==> src/rtl/microwave_control.sv <==
// Microwave cook sequencer: keypad digit loading, 1 Hz prescaler, cook/pause/done FSM.
// Optional one-touch 0:30 quick start is enabled by defining QUICK_START_EN.
module microwave_control #(
  parameter int TICKS_PER_SEC = 50000000,
  parameter int DONE_CYCLES   = 100000000
) (
  input  logic       clock,
  input  logic       clear,
  input  logic       key_valid,
  input  logic [3:0] key_digit,
  input  logic       start,
  input  logic       stop,
  input  logic       door_closed,
  input  logic       timer_zero,
  output logic [3:0] timer_data,
  output logic       timer_loadn,
  output logic       timer_clearn,
  output logic       timer_en,
  output logic       mag_on,
  output logic       done,
  output logic [2:0] state_o
);

  localparam int PW = $clog2(TICKS_PER_SEC);
  localparam int DW = $clog2(DONE_CYCLES + 1);
  localparam logic [PW-1:0] PRESC_LAST = PW'(TICKS_PER_SEC - 1);
  localparam logic [DW-1:0] DONE_LAST  = DW'(DONE_CYCLES);

  typedef enum logic [2:0] {
    S_IDLE  = 3'd0,
    S_SETUP = 3'd1,
    S_COOK  = 3'd2,
    S_PAUSE = 3'd3,
    S_DONE  = 3'd4,
    S_QLOAD = 3'd5
  } state_e;

  state_e        state_q, state_d;
  logic [3:0]    data_q, data_d;
  logic          loadn_q, loadn_d;
  logic          clearn_q, clearn_d;
  logic          en_q, en_d;
  logic          mag_q, mag_d;
  logic          done_q, done_d;
  logic [PW-1:0] presc_q, presc_d;
  logic [DW-1:0] dcnt_q, dcnt_d;

  logic key_ok;
  logic start_ok;

  assign key_ok   = key_valid && (key_digit <= 4'd9);
  // While a load pulse is in flight timer_zero still reflects the old digits.
  assign start_ok = start && loadn_q;

  // NOTE: every _d gets a default before the case so no path leaves it unassigned (no latches).
  always_comb begin
    state_d  = state_q;
    data_d   = data_q;
    loadn_d  = 1'b1;
    clearn_d = 1'b1;
    en_d     = 1'b0;
    mag_d    = 1'b0;
    done_d   = 1'b0;
    presc_d  = presc_q;
    dcnt_d   = dcnt_q;

    case (state_q)
      S_IDLE: begin
        if (key_ok) begin
          state_d = S_SETUP;
          loadn_d = 1'b0;
          data_d  = key_digit;
        end
`ifdef QUICK_START_EN
        else if (start_ok && door_closed && !stop) begin
          state_d = S_QLOAD;
          loadn_d = 1'b0;
          data_d  = 4'd3;
        end
`endif
      end

      S_SETUP: begin
        if (stop) begin
          state_d  = S_IDLE;
          clearn_d = 1'b0;
        end else if (key_ok) begin
          loadn_d = 1'b0;
          data_d  = key_digit;
        end else if (start_ok && door_closed && !timer_zero) begin
          state_d = S_COOK;
          mag_d   = 1'b1;
          presc_d = '0;
        end
      end

      S_COOK: begin
        if (!door_closed || stop) begin
          state_d = S_PAUSE;
        end else if (timer_zero) begin
          state_d = S_DONE;
          done_d  = 1'b1;
          dcnt_d  = DW'(1);
        end else begin
          mag_d = 1'b1;
          if (presc_q == PRESC_LAST) begin
            en_d    = 1'b1;
            presc_d = '0;
          end else begin
            presc_d = presc_q + PW'(1);
          end
        end
      end

      S_PAUSE: begin
        if (stop) begin
          state_d  = S_IDLE;
          clearn_d = 1'b0;
        end else if (start_ok && door_closed) begin
          state_d = S_COOK;
          mag_d   = 1'b1;
          presc_d = '0;
        end
      end

      S_DONE: begin
        if (stop || !door_closed || (dcnt_q == DONE_LAST)) begin
          state_d = S_IDLE;
          dcnt_d  = '0;
        end else begin
          done_d = 1'b1;
          dcnt_d = dcnt_q + DW'(1);
        end
      end

`ifdef QUICK_START_EN
      S_QLOAD: begin
        if (stop || !door_closed) begin
          state_d  = S_IDLE;
          clearn_d = 1'b0;
        end else if (data_q == 4'd3) begin
          loadn_d = 1'b0;
          data_d  = 4'd0;
        end else begin
          // 0:30 is known non-zero, so no timer_zero check here.
          state_d = S_COOK;
          mag_d   = 1'b1;
          presc_d = '0;
        end
      end
`endif

      default: state_d = S_IDLE;
    endcase
  end

  // NOTE: state registers use non-blocking assignments so all update together at the edge.
  always_ff @(posedge clock) begin
    if (clear) begin
      state_q  <= S_IDLE;
      data_q   <= 4'd0;
      loadn_q  <= 1'b1;
      clearn_q <= 1'b0;
      en_q     <= 1'b0;
      mag_q    <= 1'b0;
      done_q   <= 1'b0;
      presc_q  <= '0;
      dcnt_q   <= '0;
    end else begin
      state_q  <= state_d;
      data_q   <= data_d;
      loadn_q  <= loadn_d;
      clearn_q <= clearn_d;
      en_q     <= en_d;
      mag_q    <= mag_d;
      done_q   <= done_d;
      presc_q  <= presc_d;
      dcnt_q   <= dcnt_d;
    end
  end

  assign timer_data   = data_q;
  assign timer_loadn  = loadn_q;
  assign timer_clearn = clearn_q;
  assign timer_en     = en_q;
  assign mag_on       = mag_q;
  assign done         = done_q;
  assign state_o      = state_q;

endmodule

==> config.mk <==
export PLATFORM = sky130hd
export DESIGN_NAME = microwave_control
export DESIGN_NICKNAME = d
export VERILOG_FILES = /design/src/rtl/microwave_control.sv
export SDC_FILE = /design/constraint.sdc
export NUM_CORES = 1
export LEC_CHECK = 0
export CORE_MARGIN = 4
export CORE_UTILIZATION = 55
export DETAILED_ROUTE_END_ITERATION = 7
export MAX_ROUTING_LAYER = met4
export PLACE_DENSITY_LB_ADDON = 0.08
export SLEW_MARGIN = 5
export SYNTH_ARGS = -nofsm -noshare
export SYNTH_HDL_FRONTEND = slang
export SYNTH_SLANG_ARGS = --single-unit
==> constraint.sdc <==
create_clock -name clock -period 4.1 [get_ports clock]
set_clock_uncertainty 0.2 [all_clocks]
set_input_delay 0.41 -clock clock [delete_from_list [all_inputs] [get_ports clock]]
set_output_delay 0.41 -clock clock [all_outputs]
set_load 0.01 [all_outputs]
==> results of run 1 <==
## layer usage
layer	part of all wire (%)	track usage, %	up-vias
met5	0	-	-
met4	1.2	10.5	0
met3	3.1	3.46	6
met2	50	37.2	40
met1	46	27.6	1423
li1	-	-	1537
## through the flow
step                setup slack [ps]  hold slack (ps)  std cells  utilization (%)  total power, µW
finish                          1150              288        503             64.3             1300
CTS                             1210              285        503             64.3             1320
global route                     922              327        503             64.3             1350
global placement                 971              269        487             60.8              746
detailed placement               859              277        487             60.8              748
floorplan                       1670              247        405                -              712
## cells by family after synthesis
| group | synth area share (%) |
|---|---|
| buffers and inverters | 3.32 |
| adder cells (fa/ha/maj) | 1.13 |
| multiplexers | 1.21 |
| AND/OR/NAND/NOR | 31.4 |
| XOR/XNOR | 6.34 |
| AO/OA/AOI/OAI | 17.4 |
| flip-flops | 39.2 |
## synthesized netlist by cell type (2+ instances only)
library cell | number | area share, %
a21oi_1 | 31 | 4.7
a31o_2 | 2 | 0.53
nand3_1 | 18 | 2.7
nand4_1 | 16 | 3.0
mux2i_1 | 4 | 1.2
a31oi_1 | 3 | 0.57
nor4_1 | 7 | 1.3
nor3b_4 | 2 | 1.1
dfxtp_1 | 65 | 39
inv_1 | 11 | 1.2
nand2_1 | 34 | 3.8
and3_1 | 6 | 1.1
and4_1 | 5 | 1.3
or3_1 | 13 | 2.5
clkbuf_1 | 15 | 1.7
xnor2_1 | 20 | 5.3
o211ai_1 | 2 | 0.45
a21o_1 | 3 | 0.68
nor2_1 | 48 | 5.4
a2111oi_0 | 3 | 0.79
nor2b_1 | 3 | 0.57
o2111ai_1 | 2 | 0.53
a211oi_1 | 6 | 1.4
nand4b_1 | 4 | 1.1
nor4b_1 | 2 | 0.53
ha_1 | 3 | 1.1
o41ai_1 | 2 | 0.53
o31ai_1 | 9 | 2.0
o21ai_0 | 14 | 2.1
and2_1 | 6 | 1.1
nor3_1 | 11 | 1.7
xor2_1 | 4 | 1.1
and4b_1 | 2 | 0.60
or4_1 | 8 | 1.8
## worst register-to-register path: stages, from the launching register on
cell and delay, ps:
dfxtp_1 650, nor3b_4 370, a22oi_2 180, or4b_1 730
or4_1 560, a21oi_1 150
## state kept, by name, indices dropped and copies added (netlist names)
register / count
dcnt_q: 27
presc_q: 26
timer_data: 4
state_o: 3
done: 1
mag_on: 1
timer_clearn: 1
timer_en: 1
timer_loadn: 1
## worst min-delay path by stage
stage                          endpoint  slack (ps)
2_1_floorplan   dcnt_q[26]$_SDFFE_PP0P_         250
3_3_place_gp   presc_q[23]$_SDFFE_PP0P_         270
3_5_place_dp   presc_q[23]$_SDFFE_PP0P_         280
4_1_cts        presc_q[23]$_SDFFE_PP0P_         290
5_1_grt         dcnt_q[24]$_SDFFE_PP0P_         330
6_report       presc_q[23]$_SDFFE_PP0P_         290
## final cells by class
type	count	area, µm²	share of cell area, %
inverters	11	41.3	1.09
clock buffers	14	173	4.56
flip-flops and latches	65	1300	34.4
well taps	75	93.8	2.48
repair buffers	24	235	6.21
clock inverters	2	35.0	0.926
multi-input cells	312	1910	50.3
## power by group
group          leakage [µW]  internal, µW  switching [µW]  total (µW)
Sequential         0.000525           638            10.7         649
Combinational      0.000534          36.4            49.1        85.5
Clock              0.000107           331             237         567
Total               0.00117          1000             297        1300
==> impl_metrics.csv, run 1 <==
group,metric,value,unit
status,status,"complete, no violations",
worst_setup_path,r2r_end,"dcnt_q[26]$_SDFFE_PP0P_",
worst_setup_path,crit_path_start,"door_closed",
clock_network,ctsResizeCount,0,
sta,min_period_over_period,71.9,%
worst_setup_path,critPathCapture,"presc_q[21]$_SDFFE_PP0P_",
global_routing,grt_max_degree,26,
clock_network,clkLatencyLatePin,340,ps
sta,slew_viol_final,0,
synthesis,netlist_instances,405,
worst_setup_path,cp-start-kind,"primary input",
worst_setup_path,crit_path_cell_trace,"clkdlybuf4s50_1 -> and3_1 -> a21oi_1 -> a21o_1 -> o21bai_1 -> buf_4 -> o21ba_2",
global_routing,grtUsageTotal,22.7,%
routing,firstDrtPassIters,4,
worst_setup_path,worst_setup_path_end_kind,"flop",
worst_setup_path,crit_type,"in -> reg",
synthesis,synth-seq-cells,65,
worst_setup_path,crit_fanout,21,
worst_setup_path,r2r_setup_slack,1200,ps
synthesis,synth_ff_type,"dfxtp_1",
min_path,hold_path_startpoint,"presc_q[23]$_SDFFE_PP0P_",
worst_setup_path,cp_top_family,"compound AO/OA/AOI/OAI gates",
sta,setup_violations,0,
routing,via_count,3006,
floorplanning,ios,23,
sta,fmax,339,MHz
sta,fin_crit,2950,ps
global_routing,grt_pass1_wl,13100,µm
synthesis,async_reset_ff_share,0,%
routing,drcViolationCount,0,
worst_setup_path,crit_cells,7,
clock_network,cts_tree,"done",
worst_setup_path,cp.arrival,3030,ps
synthesis,avgSynthCellArea,8.19,µm²
clock_network,cts_setup_buffers,0,
synthesis,yosysWarnings,0,
clock_network,cts_hold_buf,0,
sta,worst_pin_slew,973,ps
worst_setup_path,cp_data_required_time,4190,ps
power_and_ir_drop,ir_drop,266,µV
sta,slew-limit-headroom,34.9,%
global_routing,antenna_found_initial,0,
routing,drt_iter0_drc,101,
clock_network,path_clk_slew,70,ps
worst_setup_path,worst_r2r_path_depth,5,
place,port_buffers,22,
sta,hold_viol,0,
floorplanning,die_h,85.7,µm
global_routing,grt-ovfl-total,0,
sta,finalSetupTns,0,ps
worst_setup_path,path_buf_inv,2,
place,dp_hpwl,5280,µm
synthesis,ys_seq_area_share,39.2,%
floorplanning,dieWidth,85.7,µm
global_routing,grt_pass1_vias,2864,
finish,layout.nets,437,
clock_network,clock_sink_count,65,
clock_network,htreeDepth,3,
synthesis,ys_types,55,
clock_network,cts-root-buf,"clkbuf_8",
routing,ant_nets,0,
flow_run,drv_cap,0,
floorplanning,core,5890,µm²
finish,final_common_cell,"dfxtp_1",
sta,rsz0062_at_grt,"no",
synthesis,syn_area,3320,µm²
finish,diodes,0,
place,placed_cell_area,3580,µm²
min_path,hp-class,"reg -> reg",
worst_setup_path,cpPeakStageDelay,580,ps
clock_network,clock_path_buffers,2,
finish,nFillCells,529,
power_and_ir_drop,powerDensity,344,nW/µm²
routing,wl,7550,µm
synthesis,synth_edf_count,0,
routing,wl_per_cell,15.0,µm
finish,syn_to_final_growth,14.1,%
synthesis,syn-num-nets,419,
place,place.gp.congestion,0.886,
clock_network,numCtsBuffers,9,
finish,layout-drive-gt1-share,5.84,%
floorplanning,initial_core_util,56.4,%
floorplanning,dieArea,7340,µm²
finish,stdcell_area,3780,µm²
worst_setup_path,r2r_start,"state_o[1]$_SDFFE_PP0P_",
worst_setup_path,slowest_stage,"a21o_1",
finish,final_cell_mix,"dfxtp_1 (65), nor2_1 (48), nand2_1 (34)",
floorplanning,num_rows,28,
routing,via_per_inst,5.98,
min_path,hold_depth,2,
power_and_ir_drop,power_leakage,0.00117,µW
Power figures use the tool's default switching activity.
==> run 2: changes to the inputs <==
CORE_UTILIZATION = 53   (was 55)
clock period = 2.7 ns   (was 4.1 ns; I/O delays follow)
==> impl_metrics.csv, run 2 (same netlist as run 1, synthesis figures left out) <==
group,metric,value,unit
place,port_buffers,22,
worst_setup_path,r2r_start,"dcnt_q[0]$_SDFFE_PP0P_",
worst_setup_path,crit_fanout,7,
worst_setup_path,cp_data_required_time,2770,ps
clock_network,cts_setup_buffers,0,
finish,final_cell_mix,"dfxtp_1 (65), nor2_1 (48), nand2_1 (34)",
finish,final_util,66.6,%
worst_setup_path,slowest_stage,"or4b_1",
finish,diodes,0,
clock_network,clkLatencyLatePin,350,ps
routing,drcViolationCount,0,
worst_setup_path,crit_type,"reg -> reg",
sta,rsz0062_at_grt,"no",
global_routing,antenna_found_initial,0,
routing,firstDrtPassIters,5,
power_and_ir_drop,powerDensity,505,nW/µm²
sta,setup_violations,0,
routing,ant_nets,0,
floorplanning,dieWidth,87.1,µm
min_path,hp-class,"reg -> reg",
sta,worst_pin_slew,850,ps
sta,slew_viol_final,0,
clock_network,cts-root-buf,"clkbuf_8",
worst_setup_path,crit_path_start,"dcnt_q[0]$_SDFFE_PP0P_",
clock_network,clock_path_buffers,2,
finish,seq_area,1300,µm²
place,dp_hpwl,5520,µm
global_routing,grt_max_degree,26,
place,place.gp.congestion,0.847,
floorplanning,ios,23,
floorplanning,num_rows,28,
floorplanning,core,5990,µm²
clock_network,numCtsBuffers,9,
clock_network,ctsResizeCount,0,
worst_setup_path,cp-start-kind,"flop",
floorplanning,dieArea,7590,µm²
global_routing,grt_pass1_vias,2936,
status,status,"complete, no violations",
clock_network,htreeDepth,3,
routing,wl,7750,µm
finish,multiInputGateArea,1910,µm²
sta,slew-limit-headroom,43.1,%
finish,layout-drive-gt1-share,11.2,%
finish,nFillCells,523,
worst_setup_path,crit_path_cell_trace,"ha_1 -> and4b_1 -> a22oi_2 -> or4b_1 -> buf_4 -> or3_1 -> a21oi_1",
global_routing,grt-ovfl-total,0,
global_routing,grt_pass1_wl,13600,µm
power_and_ir_drop,power_leakage,0.00130,µW
routing,via_per_inst,6.01,
finish,syn_to_final_growth,20.4,%
finish,layout.nets,463,
routing,drt_iter0_drc,191,
worst_setup_path,worst_setup_path_end_kind,"flop",
clock_network,clock_sink_count,65,
sta,finalSetupTns,0,ps
worst_setup_path,cpPeakStageDelay,590,ps
sta,hold_viol,0,
clock_network,cts_hold_buf,0,
routing,wl_per_cell,14.6,µm
sta,min_period_over_period,94.2,%
floorplanning,initial_core_util,55.4,%
finish,final_common_cell,"dfxtp_1",
finish,top_register,"dcnt_q",
sta,holdWs,290,ps
routing,via_count,3178,
finish,largest_register_ffs,27,
clock_network,path_clk_slew,70,ps
global_routing,grtUsageTotal,22.8,%
worst_setup_path,cp.arrival,2610,ps
clock_network,cts_tree,"done",
min_path,hold_path_startpoint,"presc_q[23]$_SDFFE_PP0P_",
sta,fin_crit,2540,ps
sta,fmax,393,MHz
power_and_ir_drop,ir_drop,297,µV
flow_run,drv_cap,0,
floorplanning,die_h,87.1,µm
## run 2: cell type report
class	count	share of cell area, %
Sequential cell	65	32.6
Multi-Input combinational cell	312	47.7
Clock buffer	14	4.32
Inverter	11	1.03
Clock inverter	2	0.877
Tap cell	75	2.35
Timing Repair Buffer	50	11.1
## run 2: power breakdown
| part | switching (µW) | total, µW | leakage, µW | internal [µW] |
|---|---|---|---|---|
| Clock | 371 | 873 | 0.000107 | 502 |
| Combinational | 86.8 | 163 | 0.000664 | 76.6 |
| Sequential | 11.4 | 980 | 0.000525 | 969 |
| Total | 469 | 2020 | 0.00130 | 1550 |
## run 2: worst paths after layout
path / slack [ps] / to / cells past startpoint
worst max register to register: 160 / dcnt_q[22]$_SDFFE_PP0P_ / 7
worst max-delay path: 160 / dcnt_q[22]$_SDFFE_PP0P_ / 7
worst min-delay path: 290 / presc_q[23]$_SDFFE_PP0P_ / 2
worst min register to register: 290 / presc_q[23]$_SDFFE_PP0P_ / 2
## run 2: per-layer routing
metal  GRT usage (%)  vias to the layer above  routed length, µm
met1            30.4                     1495               3840
met4            9.07                        0                116
met3            4.16                       13                322
met5               -                        -                  0
met2            34.4                       79               3470
li1                -                     1591                  -
## run 2: through the flow
stage / total power [µW] / cells / instance area, µm² / setup WS, ps
3_3_place_gp: 1160 / 513 / 3780 / 73.9
5_1_grt: 2090 / 529 / 3990 / 49.1
2_1_floorplan: 1080 / 405 / 3320 / 271
3_5_place_dp: 1160 / 513 / 3780 / -44.7
6_report: 2020 / 529 / 3990 / 157
4_1_cts: 2030 / 529 / 3990 / 149
## run 2: critical path, delay by kind of cell (launching register included)
kind | cells | cell delay, ps
AOI/OAI and AO/OA | 2 | 260
DFF | 1 | 410
and+or+nand+nor | 3 | 1170
adders and majority gates | 1 | 250
buffers and inverters | 1 | 190
